`src/rtl/axis_pkt_arbiter.sv`:
```
// Two-input AXI-Stream packet arbiter: round-robin ownership per packet, zero-latency
// forwarding to the packet FIFO, and word-limit truncation with drain of the remainder.
module axis_pkt_arbiter #(
   parameter int C_AXIS_TDATA_WIDTH = 32,
   parameter int C_MAX_PKT_WORDS    = 80
) (
   input  logic                              axis_aclk,
   input  logic                              axis_aresetn,
   input  logic                              s00_axis_tvalid,
   input  logic [C_AXIS_TDATA_WIDTH-1:0]     s00_axis_tdata,
   input  logic [C_AXIS_TDATA_WIDTH/8-1:0]   s00_axis_tstrb,
   input  logic                              s00_axis_tlast,
   output logic                              s00_axis_tready,
   input  logic                              s01_axis_tvalid,
   input  logic [C_AXIS_TDATA_WIDTH-1:0]     s01_axis_tdata,
   input  logic [C_AXIS_TDATA_WIDTH/8-1:0]   s01_axis_tstrb,
   input  logic                              s01_axis_tlast,
   output logic                              s01_axis_tready,
   output logic                              m00_axis_tvalid,
   output logic [C_AXIS_TDATA_WIDTH-1:0]     m00_axis_tdata,
   output logic [C_AXIS_TDATA_WIDTH/8-1:0]   m00_axis_tstrb,
   output logic                              m00_axis_tlast,
   input  logic                              m00_axis_tready,
   output logic [1:0]                        grant,
   output logic                              trunc_pulse
);

   function automatic int clogb2(input int value);
      int depth_v;
      int bits_v;
      depth_v = value;
      bits_v  = 0;
      while (depth_v > 0) begin
         bits_v  = bits_v + 1;
         depth_v = depth_v >> 1;
      end
      return bits_v;
   endfunction

   localparam int               CNT_W    = clogb2(C_MAX_PKT_WORDS);
   localparam logic [CNT_W-1:0] LAST_IDX = CNT_W'(C_MAX_PKT_WORDS - 1);

   typedef enum logic [1:0] {
      ST_IDLE  = 2'b00,
      ST_FWD   = 2'b01,
      ST_DRAIN = 2'b10
   } state_t;

   state_t                          state_r;
   logic [CNT_W-1:0]                word_cnt_r;
   logic                            last_grant_r;
   logic [1:0]                      grant_r;
   logic                            trunc_pulse_r;

   logic                            owner_s;
   logic                            src_valid_s;
   logic [C_AXIS_TDATA_WIDTH-1:0]   src_data_s;
   logic [C_AXIS_TDATA_WIDTH/8-1:0] src_strb_s;
   logic                            src_last_s;
   logic                            limit_s;
   logic                            fwd_s;
   logic                            drain_s;

   // Owner's stream: the upper grant bit is the owning port index.
   always_comb begin
      owner_s = grant_r[1];
      if (owner_s) begin
         src_valid_s = s01_axis_tvalid;
         src_data_s  = s01_axis_tdata;
         src_strb_s  = s01_axis_tstrb;
         src_last_s  = s01_axis_tlast;
      end else begin
         src_valid_s = s00_axis_tvalid;
         src_data_s  = s00_axis_tdata;
         src_strb_s  = s00_axis_tstrb;
         src_last_s  = s00_axis_tlast;
      end
   end

   // A low reset blocks the datapath in the same cycle so no beat of an abandoned packet slips out.
   assign limit_s = (word_cnt_r == LAST_IDX);
   assign fwd_s   = (state_r == ST_FWD) && axis_aresetn;
   assign drain_s = (state_r == ST_DRAIN) && axis_aresetn;

   // Zero-latency mirror of the owner onto the master port, and tready routing back to the owner.
   always_comb begin
      m00_axis_tvalid = 1'b0;
      m00_axis_tdata  = '0;
      m00_axis_tstrb  = '0;
      m00_axis_tlast  = 1'b0;
      s00_axis_tready = 1'b0;
      s01_axis_tready = 1'b0;
      if (fwd_s) begin
         m00_axis_tvalid = src_valid_s;
         m00_axis_tdata  = src_data_s;
         m00_axis_tstrb  = src_strb_s;
         m00_axis_tlast  = src_valid_s && (src_last_s || limit_s);
         if (owner_s) begin
            s01_axis_tready = m00_axis_tready;
         end else begin
            s00_axis_tready = m00_axis_tready;
         end
      end else if (drain_s) begin
         if (owner_s) begin
            s01_axis_tready = 1'b1;
         end else begin
            s00_axis_tready = 1'b1;
         end
      end else begin
         m00_axis_tvalid = 1'b0;
         m00_axis_tlast  = 1'b0;
      end
   end

   // Packet ownership state machine: arbitration, word counting, truncation and drain.
   always_ff @(posedge axis_aclk) begin
      if (!axis_aresetn) begin
         state_r       <= ST_IDLE;
         word_cnt_r    <= '0;
         last_grant_r  <= 1'b1;
         grant_r       <= 2'b00;
         trunc_pulse_r <= 1'b0;
      end else begin
         trunc_pulse_r <= 1'b0;
         case (state_r)
            ST_IDLE: begin
               // s00 wins when alone, or on a tie when s01 owned the previous packet.
               if (s00_axis_tvalid && (!s01_axis_tvalid || last_grant_r)) begin
                  grant_r    <= 2'b01;
                  word_cnt_r <= '0;
                  state_r    <= ST_FWD;
               end else if (s01_axis_tvalid) begin
                  grant_r    <= 2'b10;
                  word_cnt_r <= '0;
                  state_r    <= ST_FWD;
               end else begin
                  grant_r    <= 2'b00;
               end
            end
            ST_FWD: begin
               if (src_valid_s && m00_axis_tready) begin
                  if (src_last_s) begin
                     state_r      <= ST_IDLE;
                     grant_r      <= 2'b00;
                     last_grant_r <= owner_s;
                  end else if (limit_s) begin
                     state_r       <= ST_DRAIN;
                     trunc_pulse_r <= 1'b1;
                  end else begin
                     word_cnt_r <= word_cnt_r + CNT_W'(1);
                  end
               end
            end
            ST_DRAIN: begin
               if (src_valid_s && src_last_s) begin
                  state_r      <= ST_IDLE;
                  grant_r      <= 2'b00;
                  last_grant_r <= owner_s;
               end
            end
            default: begin
               state_r <= ST_IDLE;
               grant_r <= 2'b00;
            end
         endcase
      end
   end

   assign grant       = grant_r;
   assign trunc_pulse = trunc_pulse_r;

endmodule

```
`config.mk`:
```
export PLATFORM = sky130hd
export DESIGN_NAME = axis_pkt_arbiter
export DESIGN_NICKNAME = d
export VERILOG_FILES = /design/src/rtl/axis_pkt_arbiter.sv
export SDC_FILE = /design/constraint.sdc
export NUM_CORES = 1
export LEC_CHECK = 0
export BUFFER_PORTS_ARGS = -buffer_cell sky130_fd_sc_hd__buf_2
export CAP_MARGIN = 20
export CORE_MARGIN = 5
export CORE_UTILIZATION = 42
export DETAILED_ROUTE_END_ITERATION = 7
export GPL_TIMING_DRIVEN = 0
export PLACE_DENSITY_LB_ADDON = 0.1
export SYNTH_ARGS = -nofsm -noshare
export SYNTH_HDL_FRONTEND = slang
export SYNTH_SLANG_ARGS = --single-unit
```
`constraint.sdc`:
```
create_clock -name axis_aclk -period 2.26 [get_ports axis_aclk]
set_input_delay 0.113 -clock axis_aclk [delete_from_list [all_inputs] [get_ports axis_aclk]]
set_output_delay 0.113 -clock axis_aclk [all_outputs]
set_load 0.01 [all_outputs]
```
After elaboration in Yosys (flattened, before gate mapping)
Index checks and enable logic that the tools add are counted.

word-level totals
  register bits = 13
  input port bits = 79
  output and inout port bits = 43

operators by class
  $add $sub $neg = 1
  eq/ne operators = 10
  muxes and demuxes = 39
  bitwise logic cells = 3
  reductions and logical operators = 17

operators with widths
  cell                   count
  $mux W32               2
  $mux W7                5
  $mux W2                10
  $mux W1                16
  $pmux W7 S2            1
  $pmux W2 S3            2
  $mux W4                2
  $reduce_and A4 Y1      2
  $add A7 B1 Y7 const B  1
  $eq A7 B7 Y1 const B   1
  $logic_and A1 B1 Y1    6
  $ne A2 B2 Y1 const B   3
  $ne A3 B3 Y1 const B   2
  $reduce_and A5 Y1      1
  $ne A2 B1 Y1 const B   2
  $reduce_bool A2 Y1     2
  $reduce_or A4 Y1       1
  $not A1 Y1             3
  $reduce_and A3 Y1      1
  $eq A2 B1 Y1 const B   1
  $eq A2 B2 Y1 const B   1
  $logic_not A2 Y1       1
  $logic_or A1 B1 Y1     2
  $pmux W1 S2            1
  $logic_not A1 Y1       1

Depth between registers and ports, before layout
  depth in word-level cells = 5
  mapped depth = 7
  mapped depth without buffers = 6

Least setup slack after synthesis
Ideal clock, no wire load.

  path type = register to output
  from = register state_r[1]
  to = output s01_axis_tready
  arrival time = 1490 ps
  required time = 2147 ps
  setup slack = 657 ps
  stages on the path, launching flop included = 6
  buffers on the path = 1
  cell sequence = dfxtp_1 -> inv_1 -> ha_1 -> clkbuf_1 -> mux2_2 -> and3_1

on the way
  word-level cells in the longest chain between the ends = 4

RTL lines
  item                      line  source
  start: declaration        49    state_t state_r;
  start signal: assignment  118   state_r <= ST_IDLE;
  start signal: assignment  131   state_r <= ST_FWD;
  start signal: assignment  135   state_r <= ST_FWD;
  $eq A2 B2 Y1              83    assign drain_s = (state_r == ST_DRAIN) && axis_aresetn;
  $logic_and A1 B1 Y1       83
  $mux W1                   103   end else if (drain_s) begin
  $mux W1 *                 93    if (fwd_s) begin
  end: declaration          18    output logic s01_axis_tready,

Mark *: on every way between the ends. The rest lies on a longest branch, timed or not.

Worst setup path in the final report
Ends and elaborated chain as after synthesis.

==> metrics <==
max-slew violations=0; WHS=0.0847 ns; Worst-path clk slew=0.10 ns; commonest non-fill, non-tap cell in the layout=buf_2; Fmax=482 MHz; antenna violations before repair=0; RSZ-0062 raised after global routing=false; Post-Place Cell Area=0.00215 sq mm; Synth Net Count=281; post-route insts no fill=369; power density over cell area=596 mW/mm^2; worst vdd ir=505 uV; total track usage=20.4%; Final Power=1.30 mW; register area=260 sq um; TNS Setup=0 ns; Final setup viols=0; TritonCTS clock tree=built; area grow syn2layout=46.6%; post-cts gate resize count=0; register area share after synthesis=17.5%; slew margin rel.=61.9%; global-route wire length before repair=8.22 mm; Final Hold Viols=0; RD Place Congestion=0.868; Final Critical Period=2.07 ns; Final Instance Area=0.00218 sq mm; total grt overflow=0; Worst Path Max Fanout=10; Worst Path Required=2.15 ns; HP Class=input port to flip-flop; Mean Syn Cell Area=7.50 sq um; floorplan row count=21; DP Cell Count=365; Die Span Y=69.5 um; Final ANT Viol Nets=0; number of CTS-inserted buffers=3; Critical Path AT=1.96 ns; Multi-input gate area=0.00114 sq mm; core area=0.00339 sq mm; Filler Cells Inserted=318; largest net degree at the start of global routing=11; Synth Cell Area=0.00149 sq mm; P_leak=1.07 nW; Ant. Diodes=0; clock latency on the worst-skew pair=0.30 ns; Net count, final=407; htree depth=1; # IOs=122; Startpoint Class=flip-flop; CTS sink count=13; status=complete, no violations; max-cap violations=0; post-detail-place hpwl=4.30 mm; Total Wirelength=5.21 mm; fin crit share=91.7%; DR vias=1913; port bufs=121; number of synthesized register bits=13; DR pass1 iterations=4; Netlist cell types=39; drt first-iter violations=56; DRC Markers=0; die width=69.5 um; die area=0.00483 sq mm; most frequent cells in the layout=buf_2, nor2_1, mux2i_1; WL/cell=14.1 um; vias per cell=5.18; number of post-CTS setup repair buffers=0; Post-Syn Instances=198; critical path capture point type=primary output; share of layout cells above drive strength 1=42.1%; Max Root-Sink Buffers=2; clk_skew=0.00684 ns; Initial Utilization=43.8%; vias in the first global route=1777; crit path kind=flip-flop to primary output; worst-margin pin slew=0.571 ns; hold-fix buffers at CTS=0; root buffer selected by CTS=clkbuf_4; Ys Warns=0
## cell families (layout without fill, tap and decap cells)
family	count (synthesis)	count (layout)	share of synthesized area, %
simple gates	87	87	25.8
mux	42	42	29.1
compound gates	33	33	18.7
buf+inv	19	144	5.56
flops	13	13	17.5
fa+ha+maj	4	4	3.37
## worst paths after layout
path / start / to / slack [ns] / cells past startpoint
min: m00_axis_tready / trunc_pulse / 0.08 / 3
max: state_r[1] / s01_axis_tready / 0.19 / 6
min reg2reg: grant[0] / grant[0] / 0.48 / 2
max reg2reg: word_cnt_r[0] / state_r[1] / 0.35 / 5
## flip-flops by register name, indices dropped and copies added, names as in the netlist
name	flops
grant	2
last_grant_r	1
state_r	2
trunc_pulse	1
word_cnt_r	7
## per-layer routing
metal | GRT usage (%) | routed length (um)
met1 | 26.2 | 2190
met2 | 33.4 | 2500
met3 | 6.38 | 462
met4 | 4.12 | 55
met5 | 0 | 0
## through the flow
| step | setup WS [ns] | utilization [%] |
|---|---|---|
| after floorplan | 0.657 | - |
| after detailed placement | 0.365 | 63.4 |
| after CTS | 0.0354 | 64.2 |
| final | 0.187 | 64.2 |
| after global routing | 0.00780 | 64.2 |
| after global placement | 0.372 | 63.4 |
## power by group
part	internal, mW	switching (mW)
Combinational	0.367	0.484
Clock	0.0688	0.0954
Sequential	0.259	0.0219
## worst max-delay path: stages (launching register included)
cell	delay [ns]
dfxtp_1	0.33
inv_1	0.08
ha_1	0.30
clkbuf_2	0.29
mux2_2	0.37
and3_1	0.17
buf_2	0.13
## Yosys cell counts
cell type	n	area share, %
nor2_1	41	10
mux2i_1	38	26
nand2_1	18	4.5
dfxtp_1	13	18
nand3_1	12	4.0
clkbuf_1	8	2.0
inv_1	7	1.8
a21oi_1	5	1.7
o21ai_1	5	1.7
a41oi_1	4	2.4
ha_1	4	3.4
nand2b_1	4	1.7
and3_1	3	1.3
buf_2	3	1.0
nor3_1	3	1.0
a211o_1	2	1.2
a31oi_1	2	0.84
and2_1	2	0.84
mux2_2	2	1.5
o21ai_0	2	0.67
o221a_1	2	1.5
a21o_1	1	0.51
a221oi_4	1	1.8
a311oi_4	1	1.8
a32o_1	1	0.67
and4_1	1	0.59
buf_6	1	0.76
mux2_4	1	1.0
mux2i_2	1	0.93
nand4_1	1	0.42
nand4b_1	1	0.59
nor2b_1	1	0.42
o2111a_1	1	0.76
o2111ai_1	1	0.59
o211ai_1	1	0.51
o221ai_1	1	0.59
o22ai_1	1	0.42
o311ai_1	1	0.59
o41ai_1	1	0.59
## layout make-up
cell class,count,area share [%]
multi-input combinational,166,52.5
timing repair buffer,121,27.8
sequential,13,12.0
buffer,12,2.70
tap,46,2.64
clock buffer,4,1.21
inverter,7,1.21
(Power assumes the default switching activity.)
